`config.mk`:
```
export PLATFORM = sky130hd
export DESIGN_NAME = vrased_reset_ctrl_flat
export DESIGN_NICKNAME = d
export VERILOG_FILES = /design/src/rtl/vrased_reset_ctrl_if.sv /design/src/rtl/vrased_reset_ctrl.sv /design/src/flat_wrapper.sv
export SDC_FILE = /design/constraint.sdc
export NUM_CORES = 1
export LEC_CHECK = 0
export ABC_AREA = 1
export CORE_ASPECT_RATIO = 1.4
export CORE_MARGIN = 2
export CORE_UTILIZATION = 35
export DETAILED_ROUTE_END_ITERATION = 8
export PLACE_DENSITY = 0.69
export SKIP_LAST_GASP = 1
export SYNTH_ARGS = -nofsm -noshare
export SYNTH_HDL_FRONTEND = slang
export SYNTH_SLANG_ARGS = --single-unit
```
`constraint.sdc`:
```
create_clock -name clk -period 2.67 [get_ports clk]
set_input_delay 0.534 -clock clk [delete_from_list [all_inputs] [get_ports clk]]
set_output_delay 0.534 -clock clk [all_outputs]
set_load 0.1 [all_outputs]
```
`src/rtl/vrased_reset_ctrl_if.sv`:
```
// Signal bundle between the VRASED sub-monitors, the reset/wipe sequencer
// and the MCU reset/RAM ports.
interface vrased_reset_ctrl_if;
    logic        viol_xstack;
    logic        viol_ac;
    logic        viol_atom;
    logic        viol_dma;
    logic        clr_ram_req;
    logic        cause_clr;
    logic        cpu_reset;
    logic        wipe_we;
    logic [15:0] wipe_addr;
    logic        wipe_done;
    logic        busy;
    logic [3:0]  viol_cause;
    logic [7:0]  viol_count;

    modport master (
        output viol_xstack, viol_ac, viol_atom, viol_dma,
        output clr_ram_req, cause_clr,
        input  cpu_reset, wipe_we, wipe_addr, wipe_done,
        input  busy, viol_cause, viol_count
    );

    modport slave (
        input  viol_xstack, viol_ac, viol_atom, viol_dma,
        input  clr_ram_req, cause_clr,
        output cpu_reset, wipe_we, wipe_addr, wipe_done,
        output busy, viol_cause, viol_count
    );
endinterface

```
`src/rtl/vrased_reset_ctrl.sv`:
```
// VRASED reset/wipe sequencer: holds the MCU in reset, wipes RAM, releases.
// Define VRASED_VIOL_COUNT_EN to enable the saturating viol_count counter.
module vrased_reset_ctrl #(
    parameter int          HOLD_CYCLES = 4,
    parameter logic [15:0] WIPE_BASE   = 16'h0200,
    parameter int          WIPE_WORDS  = 256,
    parameter int          WIPE_STEP   = 2
) (
    input  logic               clk,
    input  logic               reset,
    vrased_reset_ctrl_if.slave bus
);
    localparam int HW = (HOLD_CYCLES > 1) ? $clog2(HOLD_CYCLES) : 1;
    localparam int WW = (WIPE_WORDS > 1) ? $clog2(WIPE_WORDS) : 1;

    typedef enum logic [1:0] {
        IDLE,
        ASSERT,
        WIPE,
        RELEASE
    } state_t;

    state_t          state;
    state_t          state_nxt;
    logic [HW-1:0]   hold_cnt;
    logic [HW-1:0]   hold_nxt;
    logic [WW-1:0]   word_cnt;
    logic [WW-1:0]   word_nxt;
    logic [15:0]     addr_nxt;
    logic [3:0]      viol_vec;
    logic [3:0]      cause_nxt;
    logic            any_viol;

    assign viol_vec = {bus.viol_dma, bus.viol_atom,
                       bus.viol_ac, bus.viol_xstack};
    assign any_viol = |viol_vec;

    always_comb begin
        state_nxt = state;
        hold_nxt  = hold_cnt;
        word_nxt  = word_cnt;
        addr_nxt  = bus.wipe_addr;
        unique case (state)
            IDLE: begin
                if (any_viol || bus.clr_ram_req) begin
                    state_nxt = ASSERT;
                    hold_nxt  = '0;
                end
            end
            ASSERT: begin
                // a fresh violation restarts the full hold period
                if (any_viol) begin
                    hold_nxt = '0;
                end else if (hold_cnt == HW'(HOLD_CYCLES - 1)) begin
                    state_nxt = WIPE;
                    hold_nxt  = '0;
                    word_nxt  = '0;
                    addr_nxt  = WIPE_BASE;
                end else begin
                    hold_nxt = hold_cnt + HW'(1);
                end
            end
            WIPE: begin
                if (word_cnt == WW'(WIPE_WORDS - 1)) begin
                    state_nxt = RELEASE;
                    addr_nxt  = WIPE_BASE;
                end else begin
                    word_nxt = word_cnt + WW'(1);
                    addr_nxt = bus.wipe_addr + 16'(WIPE_STEP);
                end
            end
            RELEASE: begin
                state_nxt = any_viol ? ASSERT : IDLE;
                hold_nxt  = '0;
            end
            default: begin
                state_nxt = ASSERT;
                hold_nxt  = '0;
            end
        endcase
        // a new pulse wins over a clear landing on the same edge
        cause_nxt = (bus.cause_clr ? 4'b0000 : bus.viol_cause) | viol_vec;
    end

    always_ff @(posedge clk or posedge reset) begin
        if (reset) begin
            state          <= ASSERT;
            hold_cnt       <= '0;
            word_cnt       <= '0;
            bus.cpu_reset  <= 1'b1;
            bus.busy       <= 1'b1;
            bus.wipe_we    <= 1'b0;
            bus.wipe_addr  <= WIPE_BASE;
            bus.wipe_done  <= 1'b0;
            bus.viol_cause <= 4'b0000;
        end else begin
            state          <= state_nxt;
            hold_cnt       <= hold_nxt;
            word_cnt       <= word_nxt;
            bus.cpu_reset  <= (state_nxt != IDLE);
            bus.busy       <= (state_nxt != IDLE);
            bus.wipe_we    <= (state_nxt == WIPE);
            bus.wipe_addr  <= addr_nxt;
            bus.wipe_done  <= (state_nxt == RELEASE);
            bus.viol_cause <= cause_nxt;
        end
    end

`ifdef VRASED_VIOL_COUNT_EN
    always_ff @(posedge clk or posedge reset) begin
        if (reset) begin
            bus.viol_count <= 8'h00;
        end else if (any_viol && (bus.viol_count != 8'hFF)) begin
            bus.viol_count <= bus.viol_count + 8'd1;
        end
    end
`else
    assign bus.viol_count = 8'h00;
`endif
endmodule

```
`src/flat_wrapper.sv`:
```
// flat-port wrapper written by rule: the top's interface ports become plain ports
module vrased_reset_ctrl_flat 
#(
    parameter int          HOLD_CYCLES = 4,
    parameter logic [15:0] WIPE_BASE   = 16'h0200,
    parameter int          WIPE_WORDS  = 256,
    parameter int          WIPE_STEP   = 2
)
  (clk, reset, bus_viol_xstack, bus_viol_ac, bus_viol_atom, bus_viol_dma, bus_clr_ram_req, bus_cause_clr, bus_cpu_reset, bus_wipe_we, bus_wipe_addr, bus_wipe_done, bus_busy, bus_viol_cause, bus_viol_count);
  vrased_reset_ctrl_if bus_i ();
  input  logic clk;
  input  logic reset;
  input wire logic [$bits(bus_i.viol_xstack)-1:0] bus_viol_xstack;
  input wire logic [$bits(bus_i.viol_ac)-1:0] bus_viol_ac;
  input wire logic [$bits(bus_i.viol_atom)-1:0] bus_viol_atom;
  input wire logic [$bits(bus_i.viol_dma)-1:0] bus_viol_dma;
  input wire logic [$bits(bus_i.clr_ram_req)-1:0] bus_clr_ram_req;
  input wire logic [$bits(bus_i.cause_clr)-1:0] bus_cause_clr;
  output wire logic [$bits(bus_i.cpu_reset)-1:0] bus_cpu_reset;
  output wire logic [$bits(bus_i.wipe_we)-1:0] bus_wipe_we;
  output wire logic [$bits(bus_i.wipe_addr)-1:0] bus_wipe_addr;
  output wire logic [$bits(bus_i.wipe_done)-1:0] bus_wipe_done;
  output wire logic [$bits(bus_i.busy)-1:0] bus_busy;
  output wire logic [$bits(bus_i.viol_cause)-1:0] bus_viol_cause;
  output wire logic [$bits(bus_i.viol_count)-1:0] bus_viol_count;
  assign bus_i.viol_xstack = bus_viol_xstack;
  assign bus_i.viol_ac = bus_viol_ac;
  assign bus_i.viol_atom = bus_viol_atom;
  assign bus_i.viol_dma = bus_viol_dma;
  assign bus_i.clr_ram_req = bus_clr_ram_req;
  assign bus_i.cause_clr = bus_cause_clr;
  assign bus_cpu_reset = bus_i.cpu_reset;
  assign bus_wipe_we = bus_i.wipe_we;
  assign bus_wipe_addr = bus_i.wipe_addr;
  assign bus_wipe_done = bus_i.wipe_done;
  assign bus_busy = bus_i.busy;
  assign bus_viol_cause = bus_i.viol_cause;
  assign bus_viol_count = bus_i.viol_count;
  vrased_reset_ctrl #(.HOLD_CYCLES(HOLD_CYCLES), .WIPE_BASE(WIPE_BASE), .WIPE_WORDS(WIPE_WORDS), .WIPE_STEP(WIPE_STEP)) u_core (.clk(clk), .reset(reset), .bus(bus_i));
endmodule
```
Yosys cells after proc, flatten, opt, wreduce, memory -nomap -nowiden. Index checks and enable logic that the tools add are counted.

Bits of input ports: 8. Word-level logic and storage cells: 51. Register bits after elaboration: 35. Output and inout bits: 32.

Reduce and logical (&&, ||, !) cells: 9. Eq/ne operators: 11. Muxes and demuxes: 19. Add/subtract/negate cells: 3. Bitwise operators: 1.

Operator list (number): $mux 16 (3); $pmux 16 s2 (1); $mux 8 (3); $add 16x2->16 const B (1); $pmux 8 s2 (1); $mux 2 (7); $eq 2x2->1 const B (5); $add 8x1->8 const B (1); $eq 8x8->1 const B (1); $pmux 2 s4 (1); $pmux 2 s3 (1); $mux 4 (1); $ne 2x1->1 const B (2); $ne 2x2->1 const B (2); $or 4x4->4 (1); $reduce_and 4->1 (1); $reduce_bool 2->1 (2); $reduce_or 4->1 (1); $reduce_and 3->1 (1); $reduce_bool 3->1 (1); $add 2x1->2 const B (1); $eq 2x1->1 const B (1); $logic_not 2->1 (1); $reduce_and 2->1 (1); 2 further kinds (2).

Depth between registers and ports, before layout.
Word-level depth: 5. Gate-level depth with buffers: 10. Gate-level depth less buffers: 10.

Worst setup path before layout. No wires, ideal clock.

Path type: register to register. Start point: register u_core.bus.wipe_addr[1]. End point: register u_core.bus.wipe_addr[15]. Data required time: 2.553 ns. Period minus slack after synthesis: 2.068 ns. Stages on the path, launching flop included: 9. Buffers on the path: 0. Setup time: 0.117 ns. Arrival time: 1.950 ns. Slack: 0.602 ns. Cells stage by stage: dfrtp_1 ha_1 nand2_1 nor2_2 nand2_1 nor2_2 nand4_1 nor2_1 nor2_1.

Word-level cells in the longest chain between the ends: 3.

Ends and longest elaborated chain: from (decl) (line vrased_reset_ctrl_if.sv:28) `output cpu_reset, wipe_we, wipe_addr, wipe_done,`; from (signal assigned) (line vrased_reset_ctrl.sv:103) `bus.wipe_addr <= addr_nxt;`; $add 16x2->16 (line vrased_reset_ctrl.sv:69) `addr_nxt = bus.wipe_addr + 16'(WIPE_STEP);`; $mux 16 (line vrased_reset_ctrl.sv:64) `if (word_cnt == WW'(WIPE_WORDS - 1)) begin`; $pmux 16 s2 (line vrased_reset_ctrl.sv:43) `unique case (state)`.

Every way passes these cells. A chain may end at the register's enable or synchronous reset.

Worst setup path after layout.
Start point: register u_core.state[0]. End point: register u_core.word_cnt[3].

Word-level cells in the longest chain between the ends: 3. Elaborated cells between the ends (all ways): 8. Classes of those cells: eq/ne (5); mux (1); reduce/logical (2).

Ends and longest elaborated chain: from (decl) (line vrased_reset_ctrl.sv:23) `state_t state;`; from (signal assigned) (line vrased_reset_ctrl.sv:97) `state <= state_nxt;`; $eq 2x2->1 / $eq 2x1->1 (equally long branches) (line vrased_reset_ctrl.sv:43); $ne 2x2->1 (no source line) (tied with other cells); $reduce_and 4->1 (no source line); to (signal assigned) (line vrased_reset_ctrl.sv:99) `word_cnt <= word_nxt;`; to (decl) (line vrased_reset_ctrl.sv:27) `logic [WW-1:0] word_cnt;`.

Several ways; a longest one is shown, not always the timed one.

==> results.json <==
{
  "vias": 1703,
  "first_drt_iteration_drcs": 61,
  "cts_buffers": 5,
  "tns_ns": 0,
  "postLayoutCoreUtil": 0.418,
  "met2RoutedLength_um": 2160,
  "period_needed_ns": 1.82,
  "design.die.area_um2": 6630,
  "grt_antenna_before_repair": 0,
  "worst_path_max_delay_cell": "dfstp_2",
  "dr_wl_cell_um": 11.1,
  "final_layout_net_count": 319,
  "area_growth_pct": 16.2,
  "fp-row-count": 33,
  "detail_route.vias_per_cell": 4.54,
  "routed_wl_um": 4150,
  "ant_nets": 0,
  "max_freq_ghz": 0.549,
  "worst_path_most_repeated_cell": "inv_1",
  "firstDrtPassIters": 4,
  "grt.overflow.total": 0,
  "clock_tree.htree_level_count": 2,
  "grt_pass1_vias": 1717,
  "io_pins": 40,
  "layout.cells.most_common_list": "nand2_1 (76), inv_1 (33), dfrtp_1 (31)",
  "startpoint_type": "register",
  "pwr_density_cell_nw_per_um2": 839,
  "cts.reportedPaths.clkPinSlew_ns": 0.07,
  "dp_hpwl_um": 3160,
  "critical_path.endpoint_type": "register",
  "cp_data_arrival_time_ns": 2.04,
  "critPathRequiredTime_ns": 2.89,
  "post_cts_resize_count": 0,
  "layout.filler_cells": 594,
  "cp_slowest_stage_delay_ns": 0.56,
  "critical_path.max_fanout": 12,
  "wl_met1_um": 1730,
  "crit_buf_inv": 3,
  "start_util": 0.360,
  "critical-path-top-delay-family": "flip-flops",
  "peakVddDrop_uv": 557,
  "io_buffers": 30,
  "post_cts_hold_buffer_count": 0,
  "cp_cell_sequence": "inv_1 -> ha_1 -> inv_1 -> nand2_1 -> nand2_4 -> nand2_4 -> inv_1 -> nand2_1 -> o21ai_1",
  "rsz0062_at_grt": "no",
  "layout_cells_sized_above_1": 0.184,
  "timing_worst_setup_path_type": "reg2reg",
  "most_frequent_standard_cell_in_the_layout_excluding_fill_and_tap_cells": "nand2_1",
  "synth_seq_cells": 34,
  "outcome": "finished, final reports clean",
  "gp_congestion": 0.859,
  "skew_ns": 0.00444,
  "timing.max_cap.violations": 0,
  "synthesis.instances": 272,
  "number_of_clock_sinks_seen_by_cts": 34,
  "grt_first_pass_wirelength_um": 7400,
  "syn_area_um2": 2090,
  "total_drc_errors_in_the_routed_layout": 0,
  "synth.avg_cell_area_um2": 7.70,
  "met3_wirelength_um": 121,
  "topRoutingLayerUsed": "met4",
  "clock_insertion_delay_worst_skew_ns": 0.29,
  "grtUsageTotal": 0.141,
  "chipHeight_um": 95.5,
  "final_max_slew_viol_count": 0,
  "antenna-diode-count": 0,
  "core_area_um2": 5820,
  "dieWidth_um": 69.4,
  "power_leakage_uw": 0.00123,
  "cts_setup_buffers": 0,
  "cts_max_path_buffers": 2,
  "finalSetupViolations": 0,
  "finalHoldViolCount": 0,
  "yosysUniqueCellTypes": 32,
  "path_class_of_the_lowest_slack_min_delay_path": "reg2reg",
  "ys.warnings.count": 0,
  "tritoncts_clock_tree": "done",
  "min_period_over_period": 0.682,
  "grt_max_degree": 35,
  "cts.root.buffer_cell": "clkbuf_8",
  "sequential_to_total_area_share_from_yosys_stat": 0.408
}
cells in the mapped netlist:
master	instances	area, µm²
nand4_1	6	37.5
conb_1	1	3.75
nand2_1	76	285
inv_2	3	11.3
nand2_4	4	45.0
nor3b_1	1	7.51
buf_12	1	20.0
a21oi_4	1	16.3
o21ai_0	9	45.0
nand3_1	21	105
nor2_2	4	25.0
xor2_1	4	35.0
a21oi_2	1	8.76
buf_4	10	75.1
nor2_4	1	11.3
nand3_2	1	10.0
buf_6	2	22.5
o21ai_2	4	35.0
dfrtp_1	31	776
o31ai_1	1	7.51
inv_1	33	124
a21boi_2	1	11.3
nand2_2	1	6.26
nor2_1	29	109
a21oi_1	4	20.0
dfstp_2	3	78.8
o21bai_1	5	37.5
nor3_1	1	5.00
buf_2	2	10.0
o21ai_1	3	15.0
ha_1	7	87.6
a21o_1	1	7.51
power breakdown:
group | internal, µW | switching, µW | total (µW)
Clock | 208 | 185 | 393
Combinational | 238 | 775 | 1010
Sequential | 588 | 48.5 | 636
flip-flops by register name, indices dropped and copies added (netlist names):
register and cells:
u_core.bus.wipe_we 1, u_core.bus.wipe_done 1, u_core.hold_cnt 2, u_core.bus.wipe_addr 15, u_core.state 2, u_core.bus.viol_cause 4
u_core.bus.cpu_reset 1, u_core.word_cnt 8
worst register-to-register path: stages, from the launching register on:
cell and delay (ns):
dfstp_2 0.56, inv_1 0.09, ha_1 0.37, inv_1 0.18, nand2_1 0.10, nand2_4 0.09
nand2_4 0.10, inv_1 0.12, nand2_1 0.06, o21ai_1 0.08
per-stage QoR:
stage          instances  cell area (µm²)  hold slack [ns]  total power [µW]  setup slack [ns]
2_1_floorplan        280             2120            0.457              1570             0.602
3_3_place_gp         367             2340            0.479              1650             0.684
3_5_place_dp         367             2340            0.491              1660             0.624
5_1_grt              375             2430            0.535              2190             0.682
4_1_cts              375             2430            0.510              2060             0.843
6_report             375             2430            0.503              2040             0.848
path summary, 6_finish.rpt:
path	endpoint	slack (ns)	from	cells after the start
max	u_core.word_cnt[3]	0.85	u_core.state[0]	9
min	u_core.hold_cnt[1]	0.50	u_core.hold_cnt[1]	2
max reg2reg	u_core.word_cnt[3]	0.85	u_core.state[0]	9
min reg2reg	u_core.hold_cnt[1]	0.50	u_core.hold_cnt[1]	2
max in group asynchronous	u_core.bus.wipe_addr[9]	1.69	reset	3
min in group asynchronous	u_core.bus.viol_cause[0]	0.63	reset	3
metal layers:
layer / track usage / vias up
met1: 0.154 / 766
met5: 0 / -
li1: - / 902
met4: 0.0833 / 0
met3: 0.0233 / 10
met2: 0.257 / 25
logic make-up after synthesis:
family                   Yosys count  share of synthesized area
AND/OR/NAND/NOR                  145                      0.309
buffers and inverters             51                      0.125
flip-flops                        34                      0.408
AO/OA/AOI/OAI                     30                     0.0974
adder cells (fa/ha/maj)            7                     0.0418
XOR/XNOR                           4                     0.0167
other                              1                    0.00179
final cells by class:
type / instances / area (µm²) / area share
clock inverters: 1 / 5.00 / 0.00206
inverters: 36 / 135 / 0.0555
clock buffers: 7 / 86.3 / 0.0355
multi-input cells: 195 / 1010 / 0.414
flip-flops and latches: 34 / 855 / 0.351
repair buffers: 32 / 258 / 0.106
well taps: 70 / 87.6 / 0.0360
No activity file was read; power rests on OpenSTA's default activity.
